==> config.mk <==
export PLATFORM = sky130hd
export DESIGN_NAME = multi_dataflow_out_tiler_flat
export DESIGN_NICKNAME = d
export VERILOG_FILES = /design/src/rtl/multi_dataflow_out_tiler_pkg.sv /design/src/rtl/multi_dataflow_out_tiler_if.sv /design/src/rtl/multi_dataflow_out_tiler_fifo.sv /design/src/rtl/multi_dataflow_out_tiler.sv /design/src/flat_wrapper.sv
export SDC_FILE = /design/constraint.sdc
export NUM_CORES = 1
export LEC_CHECK = 0
export CAP_MARGIN = 20
export CORE_UTILIZATION = 27
export DETAILED_ROUTE_END_ITERATION = 12
export HOLD_SLACK_MARGIN = 0.06
export SLEW_MARGIN = 20
export SYNTH_ARGS = -nofsm -noshare
export SYNTH_HDL_FRONTEND = slang
export SYNTH_SLANG_ARGS = --single-unit
==> constraint.sdc <==
create_clock -name clk_i -period 2.8 [get_ports clk_i]
set_clock_uncertainty 0.05 [all_clocks]
set_input_delay 0.84 -clock clk_i [delete_from_list [all_inputs] [get_ports clk_i]]
set_output_delay 0.84 -clock clk_i [all_outputs]
set_load 0.02 [all_outputs]
==> src/rtl/multi_dataflow_out_tiler_pkg.sv <==
// ============================================================================
// multi_dataflow_package : shared types for the output tiler
// Revision: 1.0
// ============================================================================
`default_nettype none

package multi_dataflow_package;

    localparam int unsigned OUT_TILER_STALL_W = 32;
    localparam int unsigned OUT_TILER_CNT_W   = 16;

    typedef enum logic [1:0] {
        IDLE  = 2'd0,
        RUN   = 2'd1,
        DRAIN = 2'd2,
        DONE  = 2'd3
    } out_tiler_state_t;

    typedef struct packed {
        logic                       start;
        logic [OUT_TILER_CNT_W-1:0] len;
    } ctrl_out_tiler_t;

    typedef struct packed {
        logic                         idle;
        logic                         busy;
        logic                         tile_done;
        logic [OUT_TILER_CNT_W-1:0]   count;
        logic [OUT_TILER_STALL_W-1:0] stall_cnt;
    } flags_out_tiler_t;

endpackage

`default_nettype wire

==> src/rtl/multi_dataflow_out_tiler_if.sv <==
// ============================================================================
// hwpe_stream_intf_stream : valid/ready stream with data and byte strobes
// Revision: 1.0
// ============================================================================
`default_nettype none

interface hwpe_stream_intf_stream #(
    parameter int unsigned DATA_WIDTH = 32
) ();

    logic                    valid;
    logic                    ready;
    logic [DATA_WIDTH-1:0]   data;
    logic [DATA_WIDTH/8-1:0] strb;

    modport source (output valid, output data, output strb, input  ready);
    modport sink   (input  valid, input  data, input  strb, output ready);
    modport master (output valid, output data, output strb, input  ready);
    modport slave  (input  valid, input  data, input  strb, output ready);

endinterface

`default_nettype wire

==> src/rtl/multi_dataflow_out_tiler_fifo.sv <==
// ============================================================================
// multi_dataflow_out_tiler_fifo : registered FIFO, no fall-through
// Revision: 1.0
// ============================================================================
`default_nettype none

module multi_dataflow_out_tiler_fifo #(
    parameter int unsigned DATA_WIDTH = 32,
    parameter int unsigned FIFO_DEPTH = 4
) (
    input  wire logic                    clk_i,
    input  wire logic                    rst_ni,
    input  wire logic                    clear_i,
    input  wire logic                    push_i,
    input  wire logic [DATA_WIDTH-1:0]   push_data_i,
    input  wire logic [DATA_WIDTH/8-1:0] push_strb_i,
    input  wire logic                    pop_i,
    output logic      [DATA_WIDTH-1:0]   pop_data_o,
    output logic      [DATA_WIDTH/8-1:0] pop_strb_o,
    output logic                         full_o,
    output logic                         empty_o
);

    localparam int unsigned PTR_W  = $clog2(FIFO_DEPTH);
    localparam int unsigned OCC_W  = PTR_W + 1;
    localparam int unsigned WORD_W = DATA_WIDTH + DATA_WIDTH / 8;

    logic [WORD_W-1:0] mem [FIFO_DEPTH];
    logic [PTR_W-1:0]  wr_ptr;
    logic [PTR_W-1:0]  rd_ptr;
    logic [OCC_W-1:0]  occ;
    logic              push_ok;
    logic              pop_ok;

    assign full_o  = (occ == OCC_W'(FIFO_DEPTH));
    assign empty_o = (occ == '0);
    assign push_ok = push_i & ~full_o;
    assign pop_ok  = pop_i & ~empty_o;

    always_ff @(posedge clk_i) begin
        if (push_ok) begin
            mem[wr_ptr] <= {push_strb_i, push_data_i};
        end
    end

    // Pointers wrap naturally because the depth is a power of two
    always_ff @(posedge clk_i) begin
        if (!rst_ni || clear_i) begin
            wr_ptr <= '0;
            rd_ptr <= '0;
            occ    <= '0;
        end else begin
            if (push_ok) wr_ptr <= wr_ptr + PTR_W'(1);
            if (pop_ok)  rd_ptr <= rd_ptr + PTR_W'(1);
            case ({push_ok, pop_ok})
                2'b10:   occ <= occ + OCC_W'(1);
                2'b01:   occ <= occ - OCC_W'(1);
                default: occ <= occ;
            endcase
        end
    end

    assign {pop_strb_o, pop_data_o} = mem[rd_ptr];

endmodule

`default_nettype wire

==> src/rtl/multi_dataflow_out_tiler.sv <==
// ============================================================================
// multi_dataflow_out_tiler : buffers kernel output beats per tile, pulses done
// Option: MULTI_DATAFLOW_OUT_TILER_STALL_CNT_EN enables the stall counter
// Revision: 1.0
// ============================================================================
`default_nettype none

module multi_dataflow_out_tiler
    import multi_dataflow_package::*;
#(
    parameter int unsigned DATA_WIDTH = 32,
    parameter int unsigned FIFO_DEPTH = 4,
    parameter int unsigned CNT_WIDTH  = 16
) (
    input  wire logic        clk_i,
    input  wire logic        rst_ni,
    input  wire logic        clear_i,
    hwpe_stream_intf_stream.sink   in_i,
    hwpe_stream_intf_stream.source out_o,
    input  ctrl_out_tiler_t  ctrl_i,
    output flags_out_tiler_t flags_o
);

    out_tiler_state_t               state;
    logic [CNT_WIDTH-1:0]           len_q;
    logic [CNT_WIDTH-1:0]           count;
    logic [CNT_WIDTH-1:0]           count_next;
    logic [OUT_TILER_STALL_W-1:0]   stall_cnt;
    logic                           fifo_full;
    logic                           fifo_empty;
    logic                           push;
    logic                           pop;

    assign in_i.ready  = (state == RUN) & ~fifo_full;
    assign out_o.valid = ~fifo_empty;
    assign push        = in_i.valid & in_i.ready;
    assign pop         = out_o.valid & out_o.ready;
    assign count_next  = count + CNT_WIDTH'(1);

    multi_dataflow_out_tiler_fifo #(
        .DATA_WIDTH (DATA_WIDTH),
        .FIFO_DEPTH (FIFO_DEPTH)
    ) u_fifo (
        .clk_i       (clk_i),
        .rst_ni      (rst_ni),
        .clear_i     (clear_i),
        .push_i      (push),
        .push_data_i (in_i.data),
        .push_strb_i (in_i.strb),
        .pop_i       (pop),
        .pop_data_o  (out_o.data),
        .pop_strb_o  (out_o.strb),
        .full_o      (fifo_full),
        .empty_o     (fifo_empty)
    );

    always_ff @(posedge clk_i) begin
        if (!rst_ni || clear_i) begin
            state <= IDLE;
            len_q <= '0;
            count <= '0;
        end else begin
            case (state)
                IDLE: begin
                    if (ctrl_i.start) begin
                        count <= '0;
                        len_q <= CNT_WIDTH'(ctrl_i.len);
                        // A zero-length tile completes without accepting beats
                        state <= (ctrl_i.len == '0) ? DONE : RUN;
                    end
                end
                RUN: begin
                    if (push) begin
                        count <= count_next;
                        if (count_next == len_q) state <= DRAIN;
                    end
                end
                DRAIN: begin
                    if (fifo_empty) state <= DONE;
                end
                DONE: begin
                    state <= IDLE;
                end
                default: begin
                    state <= IDLE;
                end
            endcase
        end
    end

`ifdef MULTI_DATAFLOW_OUT_TILER_STALL_CNT_EN
    always_ff @(posedge clk_i) begin
        if (!rst_ni || clear_i) begin
            stall_cnt <= '0;
        end else if (state == IDLE) begin
            if (ctrl_i.start) stall_cnt <= '0;
        end else if ((state == RUN || state == DRAIN) && out_o.valid && !out_o.ready
                     && stall_cnt != '1) begin
            stall_cnt <= stall_cnt + OUT_TILER_STALL_W'(1);
        end
    end
`else
    assign stall_cnt = '0;
`endif

    always_comb begin
        flags_o           = '0;
        flags_o.idle      = (state == IDLE);
        flags_o.busy      = (state != IDLE);
        flags_o.tile_done = (state == DONE);
        flags_o.count     = OUT_TILER_CNT_W'(count);
        flags_o.stall_cnt = stall_cnt;
    end

endmodule

`default_nettype wire

==> src/flat_wrapper.sv <==
// flat-port wrapper written by rule: the top's interface ports become plain ports
module multi_dataflow_out_tiler_flat import multi_dataflow_package::*;
#(
    parameter int unsigned DATA_WIDTH = 32,
    parameter int unsigned FIFO_DEPTH = 4,
    parameter int unsigned CNT_WIDTH  = 16
)
  (clk_i, rst_ni, clear_i, ctrl_i, flags_o, in_i_valid, in_i_data, in_i_strb, in_i_ready, out_o_valid, out_o_data, out_o_strb, out_o_ready);
  hwpe_stream_intf_stream #(.DATA_WIDTH(DATA_WIDTH)) in_i_i ();
  hwpe_stream_intf_stream #(.DATA_WIDTH(DATA_WIDTH)) out_o_i ();
  input  wire logic clk_i;
  input  wire logic rst_ni;
  input  wire logic clear_i;
  input  ctrl_out_tiler_t ctrl_i;
  output flags_out_tiler_t flags_o;
  input wire logic [$bits(in_i_i.valid)-1:0] in_i_valid;
  input wire logic [$bits(in_i_i.data)-1:0] in_i_data;
  input wire logic [$bits(in_i_i.strb)-1:0] in_i_strb;
  output wire logic [$bits(in_i_i.ready)-1:0] in_i_ready;
  output wire logic [$bits(out_o_i.valid)-1:0] out_o_valid;
  output wire logic [$bits(out_o_i.data)-1:0] out_o_data;
  output wire logic [$bits(out_o_i.strb)-1:0] out_o_strb;
  input wire logic [$bits(out_o_i.ready)-1:0] out_o_ready;
  assign in_i_i.valid = in_i_valid;
  assign in_i_i.data = in_i_data;
  assign in_i_i.strb = in_i_strb;
  assign in_i_ready = in_i_i.ready;
  assign out_o_valid = out_o_i.valid;
  assign out_o_data = out_o_i.data;
  assign out_o_strb = out_o_i.strb;
  assign out_o_i.ready = out_o_ready;
  multi_dataflow_out_tiler #(.DATA_WIDTH(DATA_WIDTH), .FIFO_DEPTH(FIFO_DEPTH), .CNT_WIDTH(CNT_WIDTH)) u_core (.clk_i(clk_i), .rst_ni(rst_ni), .clear_i(clear_i), .in_i(in_i_i), .out_o(out_o_i), .ctrl_i(ctrl_i), .flags_o(flags_o));
endmodule
==> Flow_metrics.wiki <==
{| class="wikitable"
! Metric !! Value
|-
| Global routing met3 resource utilization || ~3.5%
|-
| Pwr per Cell Area || 581.1 nW/um2
|-
| Cell Chain, Critical Path || clkbuf_16 > mux4_2 > dlygate4sd2_1
|-
| Detailed router's first-iteration violation count || roughly 310
|-
| Signed area change from the synthesized netlist to the final layout || 29.54%
|-
| Max Root-Sink Buffers || 2
|-
| Sum of buffers and inverters on the critical path || 2
|-
| Setup crit end kind || output port
|-
| Period utilisation layout || 97.35%
|-
| Post-route ant nets || 0
|-
| Filler-free cell count of the finished design || 1,085
|-
| Number of buffers added on ports || 114
|-
| Via count of the first global-routing pass || 4,815
|-
| Sequential area share after synthesis || between 60% and 70%
|-
| Placeable core region || 28,700 um2
|-
| Final global-route overflow total || 0
|-
| Wire per inst || ~16 um
|-
| Kind of critical path || reg -> out
|-
| # setup viols final || 0
|-
| Crit path max-delay cell type || sky130_fd_sc_hd__mux4_2
|-
| Via-per-instance ratio || ~4.4
|-
| Wire length of the first global-routing pass || about 27 mm
|-
| Violated checks || DRC
|-
| Family with the most delay on the worst path || buffers and inverters
|-
| Max Clk Rate || between 300 and 400 MHz
|-
| Final Hold Violating Endpoints || 0
|-
| #FFs+latches synth || about 190
|-
| Floorplan die area || 29,850 um2
|-
| Global-route usage over all layers || between 10% and 20%
|-
| Reg2reg start || u_core.count[3]
|-
| Num CTS Buffers || 17
|-
| Max-Cap Viols || 0
|-
| Number of enable flip-flop cells after synthesis || 144
|-
| Final total power || 0.005927 W
|-
| I/O pin count || between 100 and 150
|-
| Cell types with the highest counts after synthesis || sky130_fd_sc_hd__edfxtp_1, sky130_fd_sc_hd__nand2_1, sky130_fd_sc_hd__dfxtp_1
|-
| Arrival @ worst endpoint || around 1.8 ns
|-
| Class of the tightest hold or removal check || reg -> reg
|-
| Biggest cell delay along the critical path || between 0.4 and 0.5 ns
|-
| Setup crit end || out_o_data[17]
|-
| Floorplan die height || between 150 and 200 um
|-
| Gate count of the mapped netlist || approximately 540
|-
| Number of gates on the worst path with buffers counted || 3
|-
| Maximum number of pins on one net before global-route repair || 40
|-
| Net total in the final layout || 756
|-
| Floorplan row count || 62
|-
| Worst-skew pair later-pin latency || roughly 0.43 ns
|-
| Outcome || finished, violations left
|-
| Peak supply drop || between 300 and 400 uV
|-
| Static leakage power || 3.443 nW
|-
| Primary flip-flop cell chosen by synthesis mapping || sky130_fd_sc_hd__edfxtp_1
|-
| Register clock-pin slew on the reported worst setup and hold paths || 0.07 ns
|-
| Reg-to-Reg End || u_core.state[0]
|-
| Kind of launch point of the worst setup path || flop
|-
| Dominant cell by count in the synthesized netlist || sky130_fd_sc_hd__edfxtp_1
|-
| Top cells by area, synth || sky130_fd_sc_hd__edfxtp_1, sky130_fd_sc_hd__dfxtp_1, sky130_fd_sc_hd__mux4_2
|-
| Clock tree from TritonCTS || yes
|-
| Worst slew pin tran || a little over 0.5 ns
|-
| Critical path required time || approximately 1.9 ns
|-
| Cell Count Post-Placement || around 1,000
|-
| Global-route met2 utilization || between 10% and 20%
|-
| Busiest layer in global routing || met2
|-
| Reg-to-reg setup timing slack || 0.34 ns
|-
| Post-synthesis cell type count || 45
|-
| Yosys top cell by area || sky130_fd_sc_hd__edfxtp_1
|-
| Maximum level of the CTS H-tree || 4
|-
| Tmin final || between 2 and 3 ns
|-
| Routability-driven placement congestion ratio || 0.7879
|-
| Worst-case hold slack || ~0.42 ns
|-
| Clock sink total || 187
|-
| Number of hold buffers added after CTS || 0
|-
| Library cell used as clock root buffer || sky130_fd_sc_hd__clkbuf_16
|-
| DR DRC count || 2
|-
| Sum of routed wire length over all layers || between 15 and 20 mm
|-
| Post-synthesis instance area || about 7900 um2
|-
| Max transition margin || 65.57%
|-
| Width of the die || 172.8 um
|-
| Average cell area after synthesis || roughly 14 um2
|-
| Warnings, synthesis || 0
|-
| R2r worst-path depth || 7
|-
| Share of cells above drive strength 1 || between 20% and 30%
|-
| Global-route met1 utilization || around 16%
|-
| Detail Placement HPWL || 10.86 mm
|-
| Count of TritonRoute iterations in the first routing pass || 10
|-
| Count of vias placed by the detailed router || between 4,000 and 5,000
|-
| Share of flip-flops with an asynchronous set or reset after synthesis || 0%
|-
| Antenna violations before repair || 1
|-
| Number of pins exceeding their max-slew limit in the final report || 0
|-
| Crit Path Max Fanout || 6
|-
| Effective utilization at floorplan || a little over a quarter
|-
| Area fraction of the dominant cell type after synthesis || between 50 and 60%
|-
| Setup repair after global routing missed its margin || yes
|}
per-layer routing:
layer / part of all wire [%] / vias up
met4: 1.0 / 0
met5: 0 / -
met3: 4.9 / 14
met2: 47 / 144
li1: - / 2236
met1: 47 / 2334
layout by cell type, fill, tap and decap left out, types with 8 or more instances in the layout:
cell type,netlist,routed
sky130_fd_sc_hd__edfxtp_1,144,144
sky130_fd_sc_hd__clkdlybuf4s50_1,0,75
sky130_fd_sc_hd__nand2_1,63,63
sky130_fd_sc_hd__dfxtp_1,43,41
sky130_fd_sc_hd__mux4_2,36,36
sky130_fd_sc_hd__a21oi_1,32,32
sky130_fd_sc_hd__conb_1,1,32
sky130_fd_sc_hd__nor2_1,29,29
sky130_fd_sc_hd__buf_4,35,26
sky130_fd_sc_hd__buf_2,1,21
sky130_fd_sc_hd__xnor2_1,18,18
sky130_fd_sc_hd__clkbuf_16,0,18
sky130_fd_sc_hd__nor3_1,15,15
sky130_fd_sc_hd__inv_1,13,13
sky130_fd_sc_hd__dlygate4sd2_1,0,12
sky130_fd_sc_hd__xor2_1,10,10
sky130_fd_sc_hd__ha_1,10,10
sky130_fd_sc_hd__inv_8,0,8
sky130_fd_sc_hd__buf_12,0,8
what timing repair did:
action	CTS	global route
endpoints found under the hold margin	0	0
buffers inserted	6	0
setup endpoints to repair	38	11
cloned	1	1
gates resized for setup	106	16
pin swaps	0	0
metrics by stage:
stage	util [%]	setup WS (ns)	setup TNS, ns	area (um2)
2_1_floorplan	-	0.01458	0	7990
3_3_place_gp	33.43	-0.04483	-0.04483	9594
3_5_place_dp	33.43	-0.07995	-0.07995	9594
4_1_cts	35.54	-0.07781	-0.1256	10200
5_1_grt	35.53	-0.001154	-0.001154	10200
6_report	35.54	0.07411	0	10200
state kept, by name, indices dropped and copies added, names as in the netlist, named ones only:
signal,flops
u_core.u_fifo.rd_ptr,2
u_core.u_fifo.mem,144
u_core.count,16
u_core.u_fifo.occ,3
u_core.u_fifo.wr_ptr,2
u_core.len_q,16
u_core.state,2
tightest hold or removal path, cell delays in order, from the launching register on:
cell and delay [ns]:
sky130_fd_sc_hd__dfxtp_1 0.32, sky130_fd_sc_hd__nand2_1 0.05, sky130_fd_sc_hd__a21oi_1 0.05
kinds of logic after synthesis:
logic type | synth area share (%)
buf+inv | 5.069
simple gates | 9.074
fa+ha+maj | 1.843
flops | 65.85
other cells | 0.04763
xor+xnor | 3.321
compound gates | 3.846
mux | 10.95
worst min path at each step:
stage	from	endpoint	slack (ns)	depth (start not counted)
2_1_floorplan	u_core.len_q[15]	u_core.len_q[15]	0.40	2
5_1_grt	u_core.len_q[14]	u_core.len_q[14]	0.44	2
4_1_cts	u_core.len_q[1]	u_core.len_q[1]	0.42	2
3_3_place_gp	u_core.len_q[14]	u_core.len_q[14]	0.41	2
6_report	u_core.len_q[13]	u_core.len_q[13]	0.42	2
3_5_place_dp	u_core.len_q[1]	u_core.len_q[1]	0.41	2
power breakdown:
part / total (W) / internal, W / switching (W)
Sequential: 0.00302 / 0.00301 / 0.0000110
Clock: 0.00255 / 0.00138 / 0.00117
Combinational: 0.000358 / 0.000155 / 0.000202
Total: 0.00593 / 0.00454 / 0.00138
cell type report:
type	instances	area, um2
Antenna cell	1	2.502
Clock buffer	18	429.2
Clock inverter	14	192.7
Fill cell	2782	18500
Inverter	13	48.80
Multi-Input combinational cell	317	2411
Sequential cell	187	5190
Tap cell	384	480.5
Timing Repair Buffer	151	1445
Power figures use the tool's default switching activity.
